## src/rtl/rpn_stack_calc_pkg.sv

```systemverilog
// Shared types for the RPN calculator core: opcodes, FSM states, undo kinds and flag bit positions.
package rpn_pkg;

  typedef enum logic [1:0] {
    OP_ADD = 2'd0,
    OP_SUB = 2'd1,
    OP_AND = 2'd2,
    OP_OR  = 2'd3
  } op_t;

  // Encodings double as the LED status pattern.
  typedef enum logic [2:0] {
    ST_IDLE = 3'b001,
    ST_LOAD = 3'b010,
    ST_EXEC = 3'b100,
    ST_ERR  = 3'b111
  } state_t;

  typedef enum logic [1:0] {
    UNDO_NONE = 2'd0,
    UNDO_PUSH = 2'd1,
    UNDO_OP   = 2'd2
  } undo_kind_t;

  localparam int unsigned NUM_FLAGS = 4;
  localparam int unsigned FLAG_N    = 3;
  localparam int unsigned FLAG_Z    = 2;
  localparam int unsigned FLAG_C    = 1;
  localparam int unsigned FLAG_V    = 0;

  function automatic state_t rest_state(input logic nonempty);
    return nonempty ? ST_LOAD : ST_IDLE;
  endfunction

endpackage

```

## src/rtl/rpn_stack_calc_if.sv

```systemverilog
// Command/status bundle between the button logic, the calculator core and the display driver.
interface rpn_stack_calc_if
  import rpn_pkg::*;
#(
  parameter int unsigned WIDTH = 16,
  parameter int unsigned DEPTH = 4
);
  localparam int unsigned CW = $clog2(DEPTH + 1);

  logic             enter;
  logic             op_go;
  logic             undo;
  op_t              op;
  logic [WIDTH-1:0] data_in;
  logic [WIDTH-1:0] top;
  logic [WIDTH-1:0] next;
  logic [CW-1:0]    count;
  logic [3:0]       flags;
  logic             error;
  logic [2:0]       status;

  modport master (
    output enter, op_go, undo, op, data_in,
    input  top, next, count, flags, error, status
  );

  modport slave (
    input  enter, op_go, undo, op, data_in,
    output top, next, count, flags, error, status
  );
endinterface

```

## src/rtl/rpn_stack_calc_alu.sv

```systemverilog
// Combinational ALU for the RPN core: ADD/SUB/AND/OR with {N,Z,C,V} flags.
module rpn_alu
  import rpn_pkg::*;
#(
  parameter int unsigned WIDTH = 16
) (
  input  logic [WIDTH-1:0] a_i,
  input  logic [WIDTH-1:0] b_i,
  input  op_t              op_i,
  output logic [WIDTH-1:0] result_c_o,
  output logic [3:0]       flags_c_o
);

  logic [WIDTH:0]   sum;
  logic [WIDTH:0]   diff;
  logic [WIDTH-1:0] res;
  logic             c;
  logic             v;

  assign sum  = {1'b0, a_i} + {1'b0, b_i};
  assign diff = {1'b0, a_i} - {1'b0, b_i};

  // Borrow of A-B shows up as the extra top bit of the widened difference.
  always_comb begin
    res = '0;
    c   = 1'b0;
    v   = 1'b0;
    case (op_i)
      OP_ADD: begin
        res = sum[WIDTH-1:0];
        c   = sum[WIDTH];
        v   = (a_i[WIDTH-1] == b_i[WIDTH-1]) && (res[WIDTH-1] != a_i[WIDTH-1]);
      end
      OP_SUB: begin
        res = diff[WIDTH-1:0];
        c   = diff[WIDTH];
        v   = (a_i[WIDTH-1] != b_i[WIDTH-1]) && (res[WIDTH-1] != a_i[WIDTH-1]);
      end
      OP_AND: res = a_i & b_i;
      OP_OR:  res = a_i | b_i;
      default: res = '0;
    endcase
  end

  always_comb begin
    flags_c_o         = '0;
    flags_c_o[FLAG_N] = res[WIDTH-1];
    flags_c_o[FLAG_Z] = (res == '0);
    flags_c_o[FLAG_C] = c;
    flags_c_o[FLAG_V] = v;
    result_c_o        = res;
  end

endmodule

```

## src/rtl/rpn_stack_calc.sv

```systemverilog
// RPN calculator core: operand stack, two-cycle op write-back, sticky error and one-level undo.
// Undo record is built only when RPN_UNDO_EN is defined; otherwise undo only clears ERR.
module rpn_stack_calc
  import rpn_pkg::*;
#(
  parameter int unsigned WIDTH = 16,
  parameter int unsigned DEPTH = 4
) (
  input  logic             clk,
  input  logic             reset,
  rpn_stack_calc_if.slave  bus
);

  localparam int unsigned CW   = $clog2(DEPTH + 1);
  localparam int unsigned LAST = DEPTH - 1;

  typedef logic [WIDTH-1:0] word_t;

  state_t        state_q, state_d;
  word_t         stk_q [DEPTH];
  word_t         stk_d [DEPTH];
  logic [CW-1:0] cnt_q, cnt_d;
  logic [3:0]    flags_q, flags_d;
  logic          err_q, err_d;
  word_t         a_q, a_d;
  word_t         b_q, b_d;
  op_t           op_q, op_d;
  word_t         alu_res;
  logic [3:0]    alu_flags;

`ifdef RPN_UNDO_EN
  undo_kind_t    kind_q, kind_d;
  word_t         ua_q, ua_d;
  word_t         ub_q, ub_d;
`endif

  rpn_alu #(.WIDTH(WIDTH)) u_alu (
    .a_i        (a_q),
    .b_i        (b_q),
    .op_i       (op_q),
    .result_c_o (alu_res),
    .flags_c_o  (alu_flags)
  );

  // Next-state: priority undo > op_go > enter; vacated slots are zeroed so top/next read 0 when empty.
  always_comb begin
    state_d = state_q;
    for (int i = 0; i < DEPTH; i++) stk_d[i] = stk_q[i];
    cnt_d   = cnt_q;
    flags_d = flags_q;
    err_d   = err_q;
    a_d     = a_q;
    b_d     = b_q;
    op_d    = op_q;
`ifdef RPN_UNDO_EN
    kind_d  = kind_q;
    ua_d    = ua_q;
    ub_d    = ub_q;
`endif

    case (state_q)
      ST_IDLE, ST_LOAD: begin
`ifdef RPN_UNDO_EN
        if (bus.undo) begin
          if (kind_q == UNDO_PUSH) begin
            for (int i = 0; i < LAST; i++) stk_d[i] = stk_q[i+1];
            stk_d[LAST] = '0;
            cnt_d       = cnt_q - CW'(1);
            state_d     = rest_state(cnt_q > CW'(1));
            kind_d      = UNDO_NONE;
          end else if (kind_q == UNDO_OP) begin
            stk_d[0] = ub_q;
            stk_d[1] = ua_q;
            for (int i = 2; i < DEPTH; i++) stk_d[i] = stk_q[i-1];
            cnt_d    = cnt_q + CW'(1);
            flags_d  = '0;
            state_d  = ST_LOAD;
            kind_d   = UNDO_NONE;
          end
        end else
`endif
        if (bus.op_go) begin
          if (cnt_q >= CW'(2)) begin
            a_d     = stk_q[1];
            b_d     = stk_q[0];
            op_d    = bus.op;
            state_d = ST_EXEC;
          end else begin
            err_d   = 1'b1;
            state_d = ST_ERR;
          end
        end else if (bus.enter) begin
          if (cnt_q == CW'(DEPTH)) begin
            err_d   = 1'b1;
            state_d = ST_ERR;
          end else begin
            for (int i = 1; i < DEPTH; i++) stk_d[i] = stk_q[i-1];
            stk_d[0] = bus.data_in;
            cnt_d    = cnt_q + CW'(1);
            state_d  = ST_LOAD;
`ifdef RPN_UNDO_EN
            kind_d   = UNDO_PUSH;
`endif
          end
        end
      end

      ST_EXEC: begin
        stk_d[0] = alu_res;
        for (int i = 1; i < LAST; i++) stk_d[i] = stk_q[i+1];
        stk_d[LAST] = '0;
        cnt_d       = cnt_q - CW'(1);
        flags_d     = alu_flags;
        state_d     = ST_LOAD;
`ifdef RPN_UNDO_EN
        kind_d      = UNDO_OP;
        ua_d        = a_q;
        ub_d        = b_q;
`endif
      end

      ST_ERR: begin
        if (bus.undo) begin
          err_d   = 1'b0;
          state_d = rest_state(cnt_q != '0);
        end
      end

      default: state_d = ST_IDLE;
    endcase
  end

  always_ff @(posedge clk) begin
    if (reset) begin
      state_q <= ST_IDLE;
      for (int i = 0; i < DEPTH; i++) stk_q[i] <= '0;
      cnt_q   <= '0;
      flags_q <= '0;
      err_q   <= 1'b0;
      a_q     <= '0;
      b_q     <= '0;
      op_q    <= OP_ADD;
`ifdef RPN_UNDO_EN
      kind_q  <= UNDO_NONE;
      ua_q    <= '0;
      ub_q    <= '0;
`endif
    end else begin
      state_q <= state_d;
      for (int i = 0; i < DEPTH; i++) stk_q[i] <= stk_d[i];
      cnt_q   <= cnt_d;
      flags_q <= flags_d;
      err_q   <= err_d;
      a_q     <= a_d;
      b_q     <= b_d;
      op_q    <= op_d;
`ifdef RPN_UNDO_EN
      kind_q  <= kind_d;
      ua_q    <= ua_d;
      ub_q    <= ub_d;
`endif
    end
  end

  assign bus.top    = stk_q[0];
  assign bus.next   = stk_q[1];
  assign bus.count  = cnt_q;
  assign bus.flags  = flags_q;
  assign bus.error  = err_q;
  assign bus.status = state_q;

endmodule

```

## src/flat_wrapper.sv

```systemverilog
// flat-port wrapper written by rule: the top's interface ports become plain ports
module rpn_stack_calc_flat import rpn_pkg::*;
#(
  parameter int unsigned WIDTH = 16,
  parameter int unsigned DEPTH = 4
)
  (clk, reset, bus_enter, bus_op_go, bus_undo, bus_op, bus_data_in, bus_top, bus_next, bus_count, bus_flags, bus_error, bus_status);
  rpn_stack_calc_if #(.WIDTH(WIDTH), .DEPTH(DEPTH)) bus_i ();
  input  logic clk;
  input  logic reset;
  input wire logic [$bits(bus_i.enter)-1:0] bus_enter;
  input wire logic [$bits(bus_i.op_go)-1:0] bus_op_go;
  input wire logic [$bits(bus_i.undo)-1:0] bus_undo;
  input wire logic [$bits(bus_i.op)-1:0] bus_op;
  input wire logic [$bits(bus_i.data_in)-1:0] bus_data_in;
  output wire logic [$bits(bus_i.top)-1:0] bus_top;
  output wire logic [$bits(bus_i.next)-1:0] bus_next;
  output wire logic [$bits(bus_i.count)-1:0] bus_count;
  output wire logic [$bits(bus_i.flags)-1:0] bus_flags;
  output wire logic [$bits(bus_i.error)-1:0] bus_error;
  output wire logic [$bits(bus_i.status)-1:0] bus_status;
  assign bus_i.enter = bus_enter;
  assign bus_i.op_go = bus_op_go;
  assign bus_i.undo = bus_undo;
  assign bus_i.op = bus_op;
  assign bus_i.data_in = bus_data_in;
  assign bus_top = bus_i.top;
  assign bus_next = bus_i.next;
  assign bus_count = bus_i.count;
  assign bus_flags = bus_i.flags;
  assign bus_error = bus_i.error;
  assign bus_status = bus_i.status;
  rpn_stack_calc #(.WIDTH(WIDTH), .DEPTH(DEPTH)) u_core (.clk(clk), .reset(reset), .bus(bus_i));
endmodule
```

## config.mk

```make
export PLATFORM = sky130hd
export DESIGN_NAME = rpn_stack_calc_flat
export DESIGN_NICKNAME = d
export VERILOG_FILES = /design/src/rtl/rpn_stack_calc_pkg.sv /design/src/rtl/rpn_stack_calc_if.sv /design/src/rtl/rpn_stack_calc_alu.sv /design/src/rtl/rpn_stack_calc.sv /design/src/flat_wrapper.sv
export SDC_FILE = /design/constraint.sdc
export NUM_CORES = 1
export LEC_CHECK = 0
export ABC_AREA = 0
export CAP_MARGIN = 20
export CELL_PAD_IN_SITES_DETAIL_PLACEMENT = 1
export CELL_PAD_IN_SITES_GLOBAL_PLACEMENT = 1
export CORE_UTILIZATION = 35
export CTS_CLUSTER_DIAMETER = 100
export DETAILED_ROUTE_END_ITERATION = 7
export DONT_BUFFER_PORTS = 1
export PLACE_DENSITY_LB_ADDON = 0.1
export SYNTH_ARGS = -nofsm -noshare
export SYNTH_HDL_FRONTEND = slang
export SYNTH_HIERARCHICAL = 1
export SYNTH_SLANG_ARGS = --single-unit
```

## constraint.sdc

```tcl
create_clock -name clk -period 3.85 [get_ports clk]
set_input_delay 0.1925 -clock clk [delete_from_list [all_inputs] [get_ports clk]]
set_output_delay 0.1925 -clock clk [all_outputs]
set_load 0.01 [all_outputs]
```

; After elaboration in Yosys (flattened, before gate mapping)
; Memories as Yosys holds them, arrays and structs flattened.
; Index checks and enable logic that the tools add are counted.
[classes]
add_sub_neg = 4
n_mul = 0
n_div = 0
n_lt_le_gt_ge = 1
n_eq_ne = 19
shifts = 0
n_mux = 31
bitwise_logic = 6
n_reduce_logical = 12
[op_table]
columns = operator, n
row1 = $mux 64, 3
row2 = $pmux 64 s2, 1
row3 = $mux 16, 4
row4 = $pmux 16 s4, 1
row5 = $mux 3, 7
row6 = $add 16x16->17, 1
row7 = $sub 16x16->17, 1
row8 = $and 16x16->16, 1
row9 = $logic_not 16->1, 1
row10 = $or 16x16->16, 1
row11 = $eq 3x3->1 const B, 3
row12 = $pmux 3 s3, 1
row13 = $mux 1, 8
row14 = $ne 2x2->1 const B, 4
row15 = $ne 3x3->1 const B, 2
row16 = $pmux 1 s2, 3
row17 = $pmux 3 s2, 1
row18 = $reduce_and 5->1, 1
row19 = $eq 2x2->1 const B, 2
row20 = $mux 2, 2
row21 = $or 1x1->1, 4
row22 = $reduce_and 4->1, 1
row23 = $reduce_bool 2->1, 2
row24 = $add 3x1->3 const B, 1
row25 = 14 further kinds, 17
[totals]
register_bits = 45
latch_bits = 0
mem_bits_rw = 64
rom_bits = 0
input_bits = 23
output_inout_bits = 43
mem_count = 1
[memory_table]
columns = memory, words, width, read_ports, rd_clocked_by_memory_dff, wr, line_no
row1 = u_core.stk_q, 4, 16, 4, 0, 4, rpn_stack_calc.sv:20  ; word_t stk_q [DEPTH];

; Longest topological paths before layout
; Gate-level depths: netlist of the first run.
[depth]
ltp_word = 6
mapped_depth = 15
mapped_depth_nobuf = 15

; By module
; The synthesis of the first run kept the hierarchy.
[by_module_without_submodules]
columns = module, n_inst, cells_per_inst, area_each_um2, seq_area_each_um2
row1 = rpn_stack_calc, 1, 537, 4560.6, 2182.1
row2 = rpn_alu, 1, 350, 2404.8, 0.0

; Worst setup path after synthesis of the first run
; Ideal clock, no wire load.
[synth_timing]
path_kind = flip-flop to flip-flop
startpoint = reg u_core.a_q[0], read port of u_core.stk_q
endpoint = reg u_core.flags_q[2], in the netlist u_core/bus.flags[2]
setup_time_ns = 0.132
arrival_ns = 2.949
required_time_ns = 3.718
slack_ns = 0.769
path_stages_with_launch = 16
path_buffers = 0
synth_period_minus_slack_ns = 3.081
path_cell_list = dfxtp_1 inv_1 ha_1 inv_1 fa_1 nor3b_1 o311ai_1 a2111oi_0 or3_1 a311o_1 a22oi_1 a2111oi_0 nand4b_1 nor4_2 nand2_1 a21oi_1
[synth_via]
elab_chain_cells = 3
elab_cells_between_ends = 6
[synth_rtl]
columns = item, line_no
row1 = "start, declared", rpn_stack_calc.sv:25  ; word_t a_q, a_d;
row2 = $sub 16x16->17 / $add 16x16->17 (equally long branches), "rpn_stack_calc_alu.sv:21, rpn_stack_calc_alu.sv:20"
row3 = $pmux 16 s4 (*), rpn_stack_calc_alu.sv:28  ; case (op_i)
row4 = net u_core.alu_res[12], rpn_stack_calc.sv:28  ; word_t alu_res;
row5 = $logic_not 16->1 (*), rpn_stack_calc_alu.sv:48  ; flags_c_o[FLAG_Z] = (res == '0);
row6 = net u_core.alu_flags[2], rpn_stack_calc.sv:29  ; logic [3:0] alu_flags;
row7 = "end signal, assigned", rpn_stack_calc.sv:152  ; flags_q <= flags_d;
row8 = "end, declared", rpn_stack_calc.sv:23  ; logic [3:0] flags_q, flags_d;
; The timed path passes the listed nets; every way through them passes the cells marked *.
; A chain may end at the register's enable or synchronous reset.

; Worst setup path in the final report of the first run
[layout_timing]
startpoint = reg u_core.a_q[4], read port of u_core.stk_q
endpoint = reg u_core.flags_q[2], in the netlist u_core/bus.flags[2]
; Same word-level chain as after synthesis.

==> results of run 1 <==
-- cells by family after synthesis --
group | synth area share [%]
AOI/OAI and AO/OA | 27.77
xor gates and xnor gates | 1.904
and+or+nand+nor | 19.83
muxes | 1.527
buffers and inverters | 7.975
adders and majority gates | 9.664
DFF | 31.33
-- placed cells by master (no fill, tap or decap), types with 10 or more instances in the layout --
| cell | n |
|---|---|
| xnor2_1 | 12 |
| dfxtp_1 | 109 |
| ha_1 | 49 |
| o21ai_0 | 23 |
| o221a_2 | 23 |
| nand3_1 | 23 |
| dlygate4sd3_1 | 11 |
| inv_1 | 53 |
| o211ai_1 | 26 |
| nor2_1 | 96 |
| buf_4 | 17 |
| a211oi_1 | 25 |
| a311oi_1 | 19 |
| a21oi_1 | 78 |
| nand2_1 | 132 |
| nor3_1 | 10 |
-- per-layer routing --
metal | wire [um] | vias up | global-route usage (%)
met5 | 0 | - | 0
met4 | 248 | 0 | 6.621
met3 | 654 | 17 | 2.582
met2 | 10560 | 103 | 36.97
met1 | 11560 | 3226 | 32.97
li1 | - | 3087 | -
-- Yosys cell counts (5+ instances only) --
cell type	number	area (sq um)
o21bai_1	5	37.54
dfxtp_1	109	2182
a31oi_1	8	50.05
and3_1	5	31.28
nand3_1	23	115.1
nor3_1	10	50.05
nand2_1	132	495.5
o211ai_1	26	195.2
nor2_1	96	360.4
xnor2_1	12	105.1
a211oi_1	25	187.7
ha_1	49	613.1
a21oi_1	78	390.4
buf_4	9	67.56
a311oi_1	19	166.4
clkbuf_1	37	138.9
buf_2	18	90.09
nand2b_1	9	56.30
a21o_1	7	52.55
o21ai_0	24	120.1
o221a_2	23	259.0
o221a_1	9	101.4
mux2i_1	5	50.05
inv_1	53	198.9
o21a_1	6	45.04
-- where the power goes --
part | total, uW | switching [uW] | internal [uW]
Sequential | 1710 | 383 | 1330
Clock | 991 | 475 | 516
Combinational | 1210 | 738 | 471
Total | 3910 | 1600 | 2320
-- timing repair --
| item | CTS | global route |
|---|---|---|
| setup endpoints to repair | 0 | 2 |
| endpoints found under the hold margin | 82 | 0 |
| hold buffers | 12 | 0 |
| gates resized for setup | 0 | 3 |
-- layout make-up --
cell class,instances,area (sq um),area share [%]
Multi-Input combinational cell,651,4249,56.30
Sequential cell,109,2182,28.91
Tap cell,265,331.6,4.393
Timing Repair Buffer,29,265.3,3.515
Clock buffer,9,225.2,2.984
Inverter,56,210.2,2.785
Clock inverter,7,83.83,1.111
-- sequential cells by signal, summed over array words and instances, names as in the netlist --
| register | cells |
|---|---|
| u_core/stk_q | 64 |
| u_core/op_q | 2 |
| u_core/bus.status | 3 |
| u_core/bus.count | 3 |
| u_core/bus.flags | 4 |
| u_core/b_q | 16 |
| u_core/a_q | 16 |
| u_core/bus.error | 1 |
-- worst paths after layout --
path / startpoint / endpoint / cells after the start
worst min-delay path: bus_data_in[2] / u_core/stk_q[0][2] / 2
worst min register to register: u_core/b_q[4] / u_core/b_q[4] / 2
worst max register to register: u_core/a_q[4] / u_core/bus.flags[2] / 13
worst max-delay path: u_core/a_q[4] / u_core/bus.flags[2] / 13
-- through the flow --
stage	hold slack (ns)	worst slack, ns	util [%]	power, uW	instances
global placement	0.2724	0.3426	36.44	2864	1098
detailed placement	0.2755	0.2187	36.44	2903	1098
CTS	0.00001291	0.1690	38.74	3942	1126
global route	0.007020	0.001604	38.78	4134	1126
floorplan	0.3285	0.7685	-	2561	887
finish	0.006328	0.3478	38.78	3911	1126
==> reports/metrics.cfg, run 1 <==
[run_status]
status = complete, no violations

[power_and_ir_drop]
worst_ir_drop_vdd_v = 0.0002717
pwr_density_cell_nw_per_um2 = 518.1
power.leakage_uw = 0.002726

[critical_path]
cpPeakStageDelay_ns = 0.60
path_class = flop to flop
crit_buf_inv = 2
cp.arrival_ns = 3.78
path_delay_family = compound AO/OA/AOI/OAI gates
crit_path_top_delay_cell = or4b_1
crit_fanout = 7
critPathCaptureType = flop
required_ns = 4.12
setup.worst_path.start_class = flop
ff2ff_setup_slack_ns = 0.35
path_cells = inv_1 > ha_1 > inv_2 > a221o_1 > o311a_1 > a31oi_1 > o31ai_1 > or4b_1 > a2111oi_2 > nand4b_1 > nor4_2 > nand2_1 > a21oi_1

[synthesis]
syn-num-nets = 962
ys_async_sr_fraction_pct = 0
avgSynthCellArea_sq_um = 7.853
ys_types = 75
seq_area_frac_synth_pct = 31.33
synth_seq_cells = 109
synth_edf_count = 0
synthFlopType = dfxtp_1
synthesis.area_sq_um = 6965
synthCells = 887
yosysWarnings = 6

[placed_design]
placed_area_sq_um = 7093
port_buffers = 0
dp_hpwl_um = 15680
gp_congestion = 0.8759

[sta]
rsz0062_at_grt = false
hold_viol_final = 0
max_freq_ghz = 0.2855
worstMarginPinSlew_ns = 0.7144
fin_crit_ns = 3.502
slew_headroom_pct = 52.21
period_share_pct = 90.97
final_max_slew_viol_count = 0
fin_skew_ns = 0.01155
final.setup.tns_ns = 0
setup_viol = 0

[clock_tree]
post_cts_buffers = 0
clock-sinks = 109
cts_inserted_buffers = 9
clkTransAtPathRegs_ns = 0.08
cts_root_buffer = clkbuf_16
clock_latency_ns = 0.36
cts.htree.levels = 3
cts_tree = done
clockBufferDepth = 2

[global_routing]
grt_antenna_before_repair = 0
grt_overflow = 0
grt_pass1_vias = 6504
grt_start_max_net_pins = 83
grt_pass1_wl_um = 36840
track_usage_pct = 23.27

[finish]
fin_nets = 931
final_area_sq_um = 7547
syn_to_final_growth_pct = 8.353
num-fill-cells = 2347
antennaDiodeCount = 0
drive_above_1_share_pct = 8.711

[drt]
drtIter0Drc = 454
via_per_inst = 5.713
finalWirelength_um = 23020
routedWlPerCell_um = 20.44
vias = 6433
post-route-drc-count = 0
postRouteAntennaNets = 0
dr.pass1.iters = 6

[floorplanning]
die_x_um = 143.1
dieArea_sq_um = 20470
fp.dieH_um = 143.1
ios = 66
initial_core_util_pct = 35.79
rows = 51
design.core.area_sq_um = 19460

[job]
drv_cap = 0

[worst_hold_path]
hold_class = input port to flop

No activity file was read; power rests on OpenSTA's default activity.
==> inputs of run 2 (changes only) <==
ABC_AREA = 1   (was 0)
==> run 2 against run 1 <==
Effect of this change:
- count of clock-buffer cells in the layout rose by 2
- sequential cell count did not move
- critical endpoint unchanged
- clock power rose by 8%
==> reports/metrics.cfg, run 2 <==
[run_status]
status = complete, no violations

[sta]
period_share_pct = 72.37
holdWs_ns = 0.03927
fin_crit_ns = 2.786
final_max_slew_viol_count = 0
fin_skew_ns = 0.01458
slew_headroom_pct = 35.84
max_freq_ghz = 0.3589
final.setup.tns_ns = 0
hold_viol_final = 0
setup_viol = 0
worstMarginPinSlew_ns = 0.9613
rsz0062_at_grt = false

[critical_path]
crit_path_start = u_core/b_q[0]
setup.worst_path.start_class = flop
rr_worst_depth = 16
cp.depth = 16
cp-endpoint = u_core/bus.flags[2]
path_class = flop to flop
ff2ff_setup_slack_ns = 1.06
timing.rr.start = u_core/b_q[0]
cpPeakStageDelay_ns = 0.41
path_delay_family = simple AND/OR/NAND/NOR gates
critPathCaptureType = flop
crit_path_top_delay_cell = fa_1
required_ns = 4.14
path_cells = ha_1 > inv_1 > fa_1 > inv_1 > nand3_1 > a21oi_1 > nor2_1 > nor2_1 > nand3_1 > nor2_1 > nand3_1 > nor2_1 > nand3_1 > nor2_1 > o21ai_0 > nor2_1
crit_buf_inv = 2
r2r_end = u_core/bus.flags[2]
critPathMostFrequentCell = nor2_1
crit_fanout = 4
cp.arrival_ns = 3.08

[floorplanning]
dieArea_sq_um = 21260
design.core.area_sq_um = 20230
fp.dieH_um = 145.8
die_x_um = 145.8
initial_core_util_pct = 35.77
ios = 66
rows = 52

[synthesis]
synthCells = 1160
synth_top_area_cell = dfxtp_1
ys_async_sr_fraction_pct = 0
synth.most_common_cell = nand2_1
synthesis.area_sq_um = 7237
ys_types = 33
synth_edf_count = 0
synth_top_area_share_pct = 30.15
synth_seq_cells = 109
syn-num-nets = 1235
seq_area_frac_synth_pct = 30.15
yosys-top-cells-count = nand2_1, nor2_1, inv_1
netlist_top_cells_area = dfxtp_1, nand2_1, nor2_1
avgSynthCellArea_sq_um = 6.239
yosysWarnings = 6
synthFlopType = dfxtp_1

[finish]
drive_above_1_share_pct = 3.540
layout_commonest_cell = nand2_1
layout_top_registers = u_core/stk_q: 64 flops, u_core/a_q: 16 flops, u_core/b_q: 16 flops
mostFrequentLayoutCells = nand2_1, nor2_1, inv_1
syn_to_final_growth_pct = 6.639
fin_nets = 1200
largest_register_ffs = 64
top_register = u_core/stk_q
antennaDiodeCount = 0

[worst_hold_path]
hold_class = input port to flop

[drt]
dr.pass1.iters = 4
drtIter0Drc = 350
wl_met2_um = 10450
met1_length_um = 12070
postRouteAntennaNets = 0
routed.top_layer = met4
vias = 7043
routedWlPerCell_um = 16.68
via_per_inst = 5.031
finalWirelength_um = 23350
wl_met3_um = 611
post-route-drc-count = 0

[global_routing]
grt_start_max_net_pins = 78
grt_pass1_vias = 7066
grt_overflow = 0
grt_pass1_wl_um = 38530
grt_antenna_before_repair = 0
track_usage_pct = 22.57

[clock_tree]
cts_tree = done
clkTransAtPathRegs_ns = 0.08
clock-sinks = 109
clockBufferDepth = 2
cts.htree.levels = 3
cts_root_buffer = clkbuf_16
cts_inserted_buffers = 9
post_cts_buffers = 0
clock_latency_ns = 0.35

[power_and_ir_drop]
power.leakage_uw = 0.003749
pwr_density_cell_nw_per_um2 = 646.0
p_total_uw = 4985
worst_ir_drop_vdd_v = 0.0002491

[placed_design]
port_buffers = 0
gp_congestion = 0.8403
dp_hpwl_um = 17280

[job]
drv_cap = 0

run 2: routing by layer:
metal / GRT usage, % / vias to the layer above
met5: 0 / -
met4: 4.947 / 0
met3: 2.288 / 14
met2: 35.91 / 66
met1: 32.70 / 3376
li1: - / 3587
run 2: timing repair:
| action | in CTS | in global routing |
|---|---|---|
| hold buffers | 3 | 0 |
| hold endpoints to repair | 22 | 0 |
| resized for setup | 0 | 0 |
run 2: logic make-up after synthesis:
kind of cell	share of synthesized area (%)
AO/OA/AOI/OAI	14.82
XOR/XNOR	0.1210
adder cells (fa/ha/maj)	9.302
buffers and inverters	11.51
flip-flops	30.15
AND/OR/NAND/NOR	34.09
run 2: worst min-delay path: cells and delay by family:
family	cells	cell delay, ns
compound gates	1	0.07
simple gates	1	0.02
buf+inv	1	0.06
run 2: layout make-up:
cell class / count / area [sq um]
fill: 2682 / 12520
multi-input combinational: 856 / 4224
sequential: 109 / 2182
inverter: 135 / 506.7
tap: 270 / 337.8
clock buffer: 11 / 252.7
timing repair buffer: 14 / 125.1
clock inverter: 5 / 88.84
run 2: report_power, final:
| part | internal, uW | total (uW) | switching, uW |
|---|---|---|---|
| Combinational | 711 | 2210 | 1500 |
| Clock | 615 | 1070 | 452 |
| Sequential | 1360 | 1710 | 345 |
run 2: worst min path at each step:
stage	start	end	cells after the start
after global placement	reset	u_core/bus.status[1]	1
after CTS	bus_undo	u_core/bus.status[2]	3
after global routing	bus_undo	u_core/bus.status[2]	3
final	bus_undo	u_core/bus.status[2]	3
after detailed placement	reset	u_core/stk_q[3][10]	1
after floorplan	bus_op[0]	u_core/op_q[0]	2
run 2: per-stage QoR:
stage	util [%]	instances	worst slack (ns)	area, sq um
CTS	38.14	1400	1.059	7717
finish	38.14	1400	1.064	7717
detailed placement	36.30	1381	1.068	7346
floorplan	-	1160	1.696	7237
global placement	36.30	1381	1.104	7346
global route	38.14	1400	0.7975	7717
